--- config.mk ---
export PLATFORM = sky130hd
export DESIGN_NAME = chunked_add_seq
export DESIGN_NICKNAME = d
export VERILOG_FILES = /design/src/rtl/chunked_add_seq_pkg.sv /design/src/rtl/chunked_add_seq_chunk.sv /design/src/rtl/chunked_add_seq.sv
export SDC_FILE = /design/constraint.sdc
export NUM_CORES = 1
export LEC_CHECK = 0
export CORE_ASPECT_RATIO = 0.75
export CORE_MARGIN = 2
export CORE_UTILIZATION = 47
export DETAILED_ROUTE_END_ITERATION = 12
export GPL_ROUTABILITY_DRIVEN = 1
export PLACE_DENSITY = 0.73
export SLEW_MARGIN = 20
export SYNTH_ARGS = -nofsm -noshare
export SYNTH_HDL_FRONTEND = slang
export SYNTH_HIERARCHICAL = 1
export SYNTH_SLANG_ARGS = --single-unit
--- constraint.sdc ---
create_clock -name clk -period 3.9 [get_ports clk]
set_input_delay 0.78 -clock clk [delete_from_list [all_inputs] [get_ports clk]]
set_output_delay 0.78 -clock clk [all_outputs]
set_load 0.05 [all_outputs]
--- src/rtl/chunked_add_seq_pkg.sv ---
// Shared types and elaboration helpers for the chunked wide adder/subtractor sequencer.
package chunked_add_seq_pkg;

    typedef enum logic [1:0] {
        IDLE = 2'd0,
        BUSY = 2'd1,
        DONE = 2'd2
    } state_t;

    function automatic bit width_ok(input int unsigned width, input int unsigned chunk);
        return (chunk != 0) && (width >= chunk) && ((width % chunk) == 0);
    endfunction

    function automatic int unsigned idx_width(input int unsigned num_chunks);
        return (num_chunks > 1) ? $clog2(num_chunks) : 1;
    endfunction

endpackage

--- src/rtl/chunked_add_seq_chunk.sv ---
// Combinational CHUNK-bit adder slice: {cout, sum} = a + b + cin.
module chunk_add_cin #(
    parameter int unsigned CHUNK = 32
) (
    input  logic [CHUNK-1:0] a_i,
    input  logic [CHUNK-1:0] b_i,
    input  logic             cin_i,
    output logic [CHUNK-1:0] sum_o,
    output logic             cout_o
);

    assign {cout_o, sum_o} = {1'b0, a_i} + {1'b0, b_i} + {{CHUNK{1'b0}}, cin_i};

endmodule

--- src/rtl/chunked_add_seq.sv ---
// Multi-cycle wide add/subtract: one CHUNK-bit slice reused LS chunk first, carry registered
// between chunks, valid/ready handshake on request and response.
module chunked_add_seq
    import chunked_add_seq_pkg::*;
#(
    parameter int unsigned WIDTH = 128,
    parameter int unsigned CHUNK = 32
) (
    input  logic             clk,
    input  logic             rst,
    input  logic             req_valid,
    output logic             req_ready,
    input  logic [WIDTH-1:0] req_a,
    input  logic [WIDTH-1:0] req_b,
    input  logic             req_cin,
    input  logic             req_sub,
    output logic             rsp_valid,
    input  logic             rsp_ready,
    output logic [WIDTH-1:0] rsp_sum,
    output logic             rsp_cout,
    output logic             busy
);

    localparam int unsigned NUM_CHUNKS = WIDTH / CHUNK;
    localparam int unsigned IDXW       = idx_width(NUM_CHUNKS);

    if (!width_ok(WIDTH, CHUNK)) begin : g_bad_width
        $error("chunked_add_seq: WIDTH must be a non-zero multiple of CHUNK");
    end

    state_t state_q, state_d;

    // Operands and result held as chunk arrays so idx_q selects a slice directly.
    logic [NUM_CHUNKS-1:0][CHUNK-1:0] a_q, b_q, sum_q;
    logic [IDXW-1:0]                  idx_q;
    logic                             carry_q;
    logic                             cout_q;

    logic             accept;
    logic             last;
    logic [CHUNK-1:0] slice_sum;
    logic             slice_cout;

    chunk_add_cin #(
        .CHUNK(CHUNK)
    ) u_slice (
        .a_i   (a_q[idx_q]),
        .b_i   (b_q[idx_q]),
        .cin_i (carry_q),
        .sum_o (slice_sum),
        .cout_o(slice_cout)
    );

    assign last = (idx_q == IDXW'(NUM_CHUNKS - 1));

    always_comb begin
        state_d   = state_q;
        req_ready = 1'b0;
        rsp_valid = 1'b0;
        busy      = 1'b0;
        accept    = 1'b0;
        unique case (state_q)
            IDLE: begin
                req_ready = 1'b1;
                if (req_valid) begin
                    accept  = 1'b1;
                    state_d = BUSY;
                end
            end
            BUSY: begin
                busy = 1'b1;
                if (last) state_d = DONE;
            end
            DONE: begin
                busy      = 1'b1;
                rsp_valid = 1'b1;
                if (rsp_ready) state_d = IDLE;
            end
            default: state_d = IDLE;
        endcase
    end

    always_ff @(posedge clk or negedge rst) begin
        if (!rst) state_q <= IDLE;
        else      state_q <= state_d;
    end

    always_ff @(posedge clk or negedge rst) begin
        if (!rst) begin
            a_q     <= '0;
            b_q     <= '0;
            sum_q   <= '0;
            idx_q   <= '0;
            carry_q <= 1'b0;
            cout_q  <= 1'b0;
        end else if (accept) begin
            a_q     <= req_a;
            b_q     <= req_sub ? ~req_b : req_b;
            carry_q <= req_sub ? 1'b1 : req_cin;
            idx_q   <= '0;
        end else if (state_q == BUSY) begin
            sum_q[idx_q] <= slice_sum;
            carry_q      <= slice_cout;
            if (last) begin
                cout_q <= slice_cout;
                idx_q  <= '0;
            end else begin
                idx_q <= idx_q + IDXW'(1);
            end
        end
    end

    assign rsp_sum  = sum_q;
    assign rsp_cout = cout_q;

endmodule

==> results.json <==
{
  "cap_violations": 0,
  "rows": 63,
  "routed_wl_mm": 54.5,
  "grt_pass1_wl_mm": 83.0,
  "worst_slack_ns": 0.0809,
  "synth_ff_type": "dfrtp_1",
  "cp-startpoint": "idx_q[0]",
  "rsz0062_at_grt": "true",
  "worst_setup_path_start_kind": "flip-flop",
  "nFillCells": 3140,
  "tightest_slew_ns": 0.963,
  "synth_top_cell_by_area": "dfrtp_1",
  "yosysWarnings": 6,
  "area_delta_synth_final_pct": 32.2,
  "relSlewSlack_pct": 35.8,
  "ff2ff_path_depth": 14,
  "synth_xor_area_share_pct": 7.04,
  "drv_slew": 0,
  "ys_top_cells_by_area": "dfrtp_1, nand2_1, mux2_2, mux4_2, xnor2_1",
  "cp.required_ns": 4.30,
  "ys_types": 61,
  "core_area_um2": 39700,
  "place_congestion": 0.871,
  "yosys.area_share.simple_pct": 12.6,
  "root_buffer": "clkbuf_16",
  "ys_seq_area_share_pct": 51.3,
  "crit_end": "rsp_sum[89]",
  "synth_compound_area_share_pct": 7.13,
  "ant_nets": 0,
  "die_w_um": 236,
  "worstPathMaxFanout": 18,
  "initial_utilization_pct": 47.9,
  "drcViolationCount": 0,
  "postSynthAreaPerCell_um2": 10.9,
  "period_share_pct": 97.9,
  "grt_overflow": 0,
  "grt_max_degree": 176,
  "io_buffer_count": 393,
  "setup_viol_count_final": 0,
  "dp_hpwl_mm": 40.9,
  "critPathKind": "flip-flop to flip-flop",
  "synth_top_family_by_area": "multiplexers",
  "antenna_found_initial": 4,
  "syn-instance-count": 1743,
  "synth_fa_ha_area_share_pct": 2.77,
  "min_path_type": "input port to asynchronous set/reset pin",
  "regArea_um2": 9770,
  "r2r_slack_ns": 0.08,
  "die_h_um": 178,
  "grt.total_usage_pct": 25.7,
  "outcome": "finished clean",
  "postCtsHoldBufs": 0,
  "finalHoldViolCount": 0,
  "drive_gt1_share_pct": 16.8,
  "grt_pass1_vias": 14300,
  "critPathCaptureType": "flip-flop",
  "period_minus_slack_ns": 3.82,
  "vias_per_cell": 5.34,
  "r2r_start": "idx_q[0]",
  "cts_buffers": 40,
  "io_pins": 394,
  "holdWs_ns": 0.330,
  "tns_ns": 0,
  "routedWlPerCell_um": 20.3,
  "clock_latency_ns": 0.54,
  "fmax_mhz": 262,
  "rr_endpoint": "rsp_sum[89]",
  "first_iter_violations": 1137,
  "clock_sinks": 390,
  "ys_seq_elements": 390,
  "ctsLongestPathBuffers": 3,
  "final_net_count": 2439,
  "cp.arrival_ns": 4.22,
  "vias": 14300,
  "dieArea_um2": 42100,
  "syn_nets": 2046,
  "synthMuxAreaShare_pct": 15.5,
  "finClkSkew_ns": 0.0320,
  "clk_pin_slew_ns": 0.07,
  "place_ws_ns": -0.169,
  "yosysTopAreaCellShare_pct": 51.3,
  "synth_area_um2": 19000,
  "synth_edf_count": 0,
  "first_pass_iters": 5,
  "cts_tree": "yes",
  "multi_input_area_um2": 8760,
  "ctsHtreeMaxLevel": 2,
  "async_reset_ff_share_pct": 100
}
-- critical path: stages (launching register included) --
cell and delay (ns):
dfrtp_4 0.51, buf_12 0.21, mux4_2 0.54, ha_1 0.36
buf_4 0.17, o21ai_1 0.17, o21ai_1 0.17, nand4_1 0.19
nand2_2 0.10, o41ai_4 0.39, buf_4 0.19, o31ai_1 0.07
xor2_1 0.17, buf_4 0.16, mux2_2 0.26
-- Yosys cell counts, types with 15 or more instances --
cell	n
mux4_2	64
mux2_2	131
a21oi_1	35
clkbuf_1	28
ha_1	39
xnor2_1	138
nor2_1	24
buf_4	24
dfrtp_1	390
buf_2	37
nand2_1	540
xor2_1	15
o21ai_0	140
-- final cells by class --
class                      instances  share of cell area [%]
tap                              520                    2.59
clock buffer                      55                    4.56
antenna                            4                  0.0398
timing repair buffer             456                    18.1
inverter                          14                   0.209
multi-input combinational       1234                    34.8
sequential                       390                    38.8
clock inverter                    15                   0.855
-- metal layers --
metal  vias up  routed length, um  track usage (%)
li1       6679                  -                -
met1      7127              25600             38.0
met2       465              24100             38.6
met3        75               3460             5.15
met4         0               1300             7.07
met5         -                  0                0
-- metrics by stage --
step / area [um^2] / util [%] / cells
after CTS: 25000 / 62.8 / 2680
after global routing: 25200 / 63.3 / 2687
final: 25200 / 63.4 / 2688
after detailed placement: 23500 / 59.3 / 2609
after global placement: 23500 / 59.3 / 2609
after floorplan: 19000 / - / 1743
-- cells in the final DEF (no fill, tap or decap), types with 8 or more instances in the layout --
cell type / n
clkbuf_16: 42
xnor2_1: 136
inv_1: 13
buf_4: 50
nand4_1: 8
mux4_2: 64
a21o_1: 12
buf_12: 8
nand2_1: 538
mux2_2: 131
dfrtp_1: 388
nor2_1: 24
o21ai_0: 140
a21oi_1: 31
ha_1: 38
clkdlybuf4s50_1: 391
xor2_1: 10
-- cell families after synthesis --
family,Yosys count
flops,390
buf+inv,119
fa+ha+maj,41
simple gates,606
compound gates,235
mux,199
xor+xnor,153
-- sequential cells by signal (all words and copies together), names as in the netlist --
name      cells
b_q         128
a_q         128
rsp_sum     128
idx_q         2
rsp_cout      1
state_q       2
carry_q       1
-- what timing repair did --
item / 4_1_cts / 5_1_grt
gates resized for setup: 8 / 28
pin swaps: 2 / 4
gates cloned: 0 / 1
setup buffers: 1 / 3
endpoints found under the setup margin: 30 / 50
-- how the worst min path moves through the flow --
| stage | endpoint | slack (ns) | cells past startpoint |
|---|---|---|---|
| 4_1_cts | rsp_sum[102] | 0.36 | 1 |
| 2_1_floorplan | a_q[64] | 0.44 | 2 |
| 3_3_place_gp | a_q[86] | 0.45 | 2 |
| 6_report | rsp_sum[102] | 0.33 | 1 |
| 3_5_place_dp | a_q[98] | 0.46 | 2 |
| 5_1_grt | rsp_sum[39] | 0.39 | 1 |
Power is not shown: default switching activity piles up to over one toggle a cycle in this logic, so the estimate is an artifact.
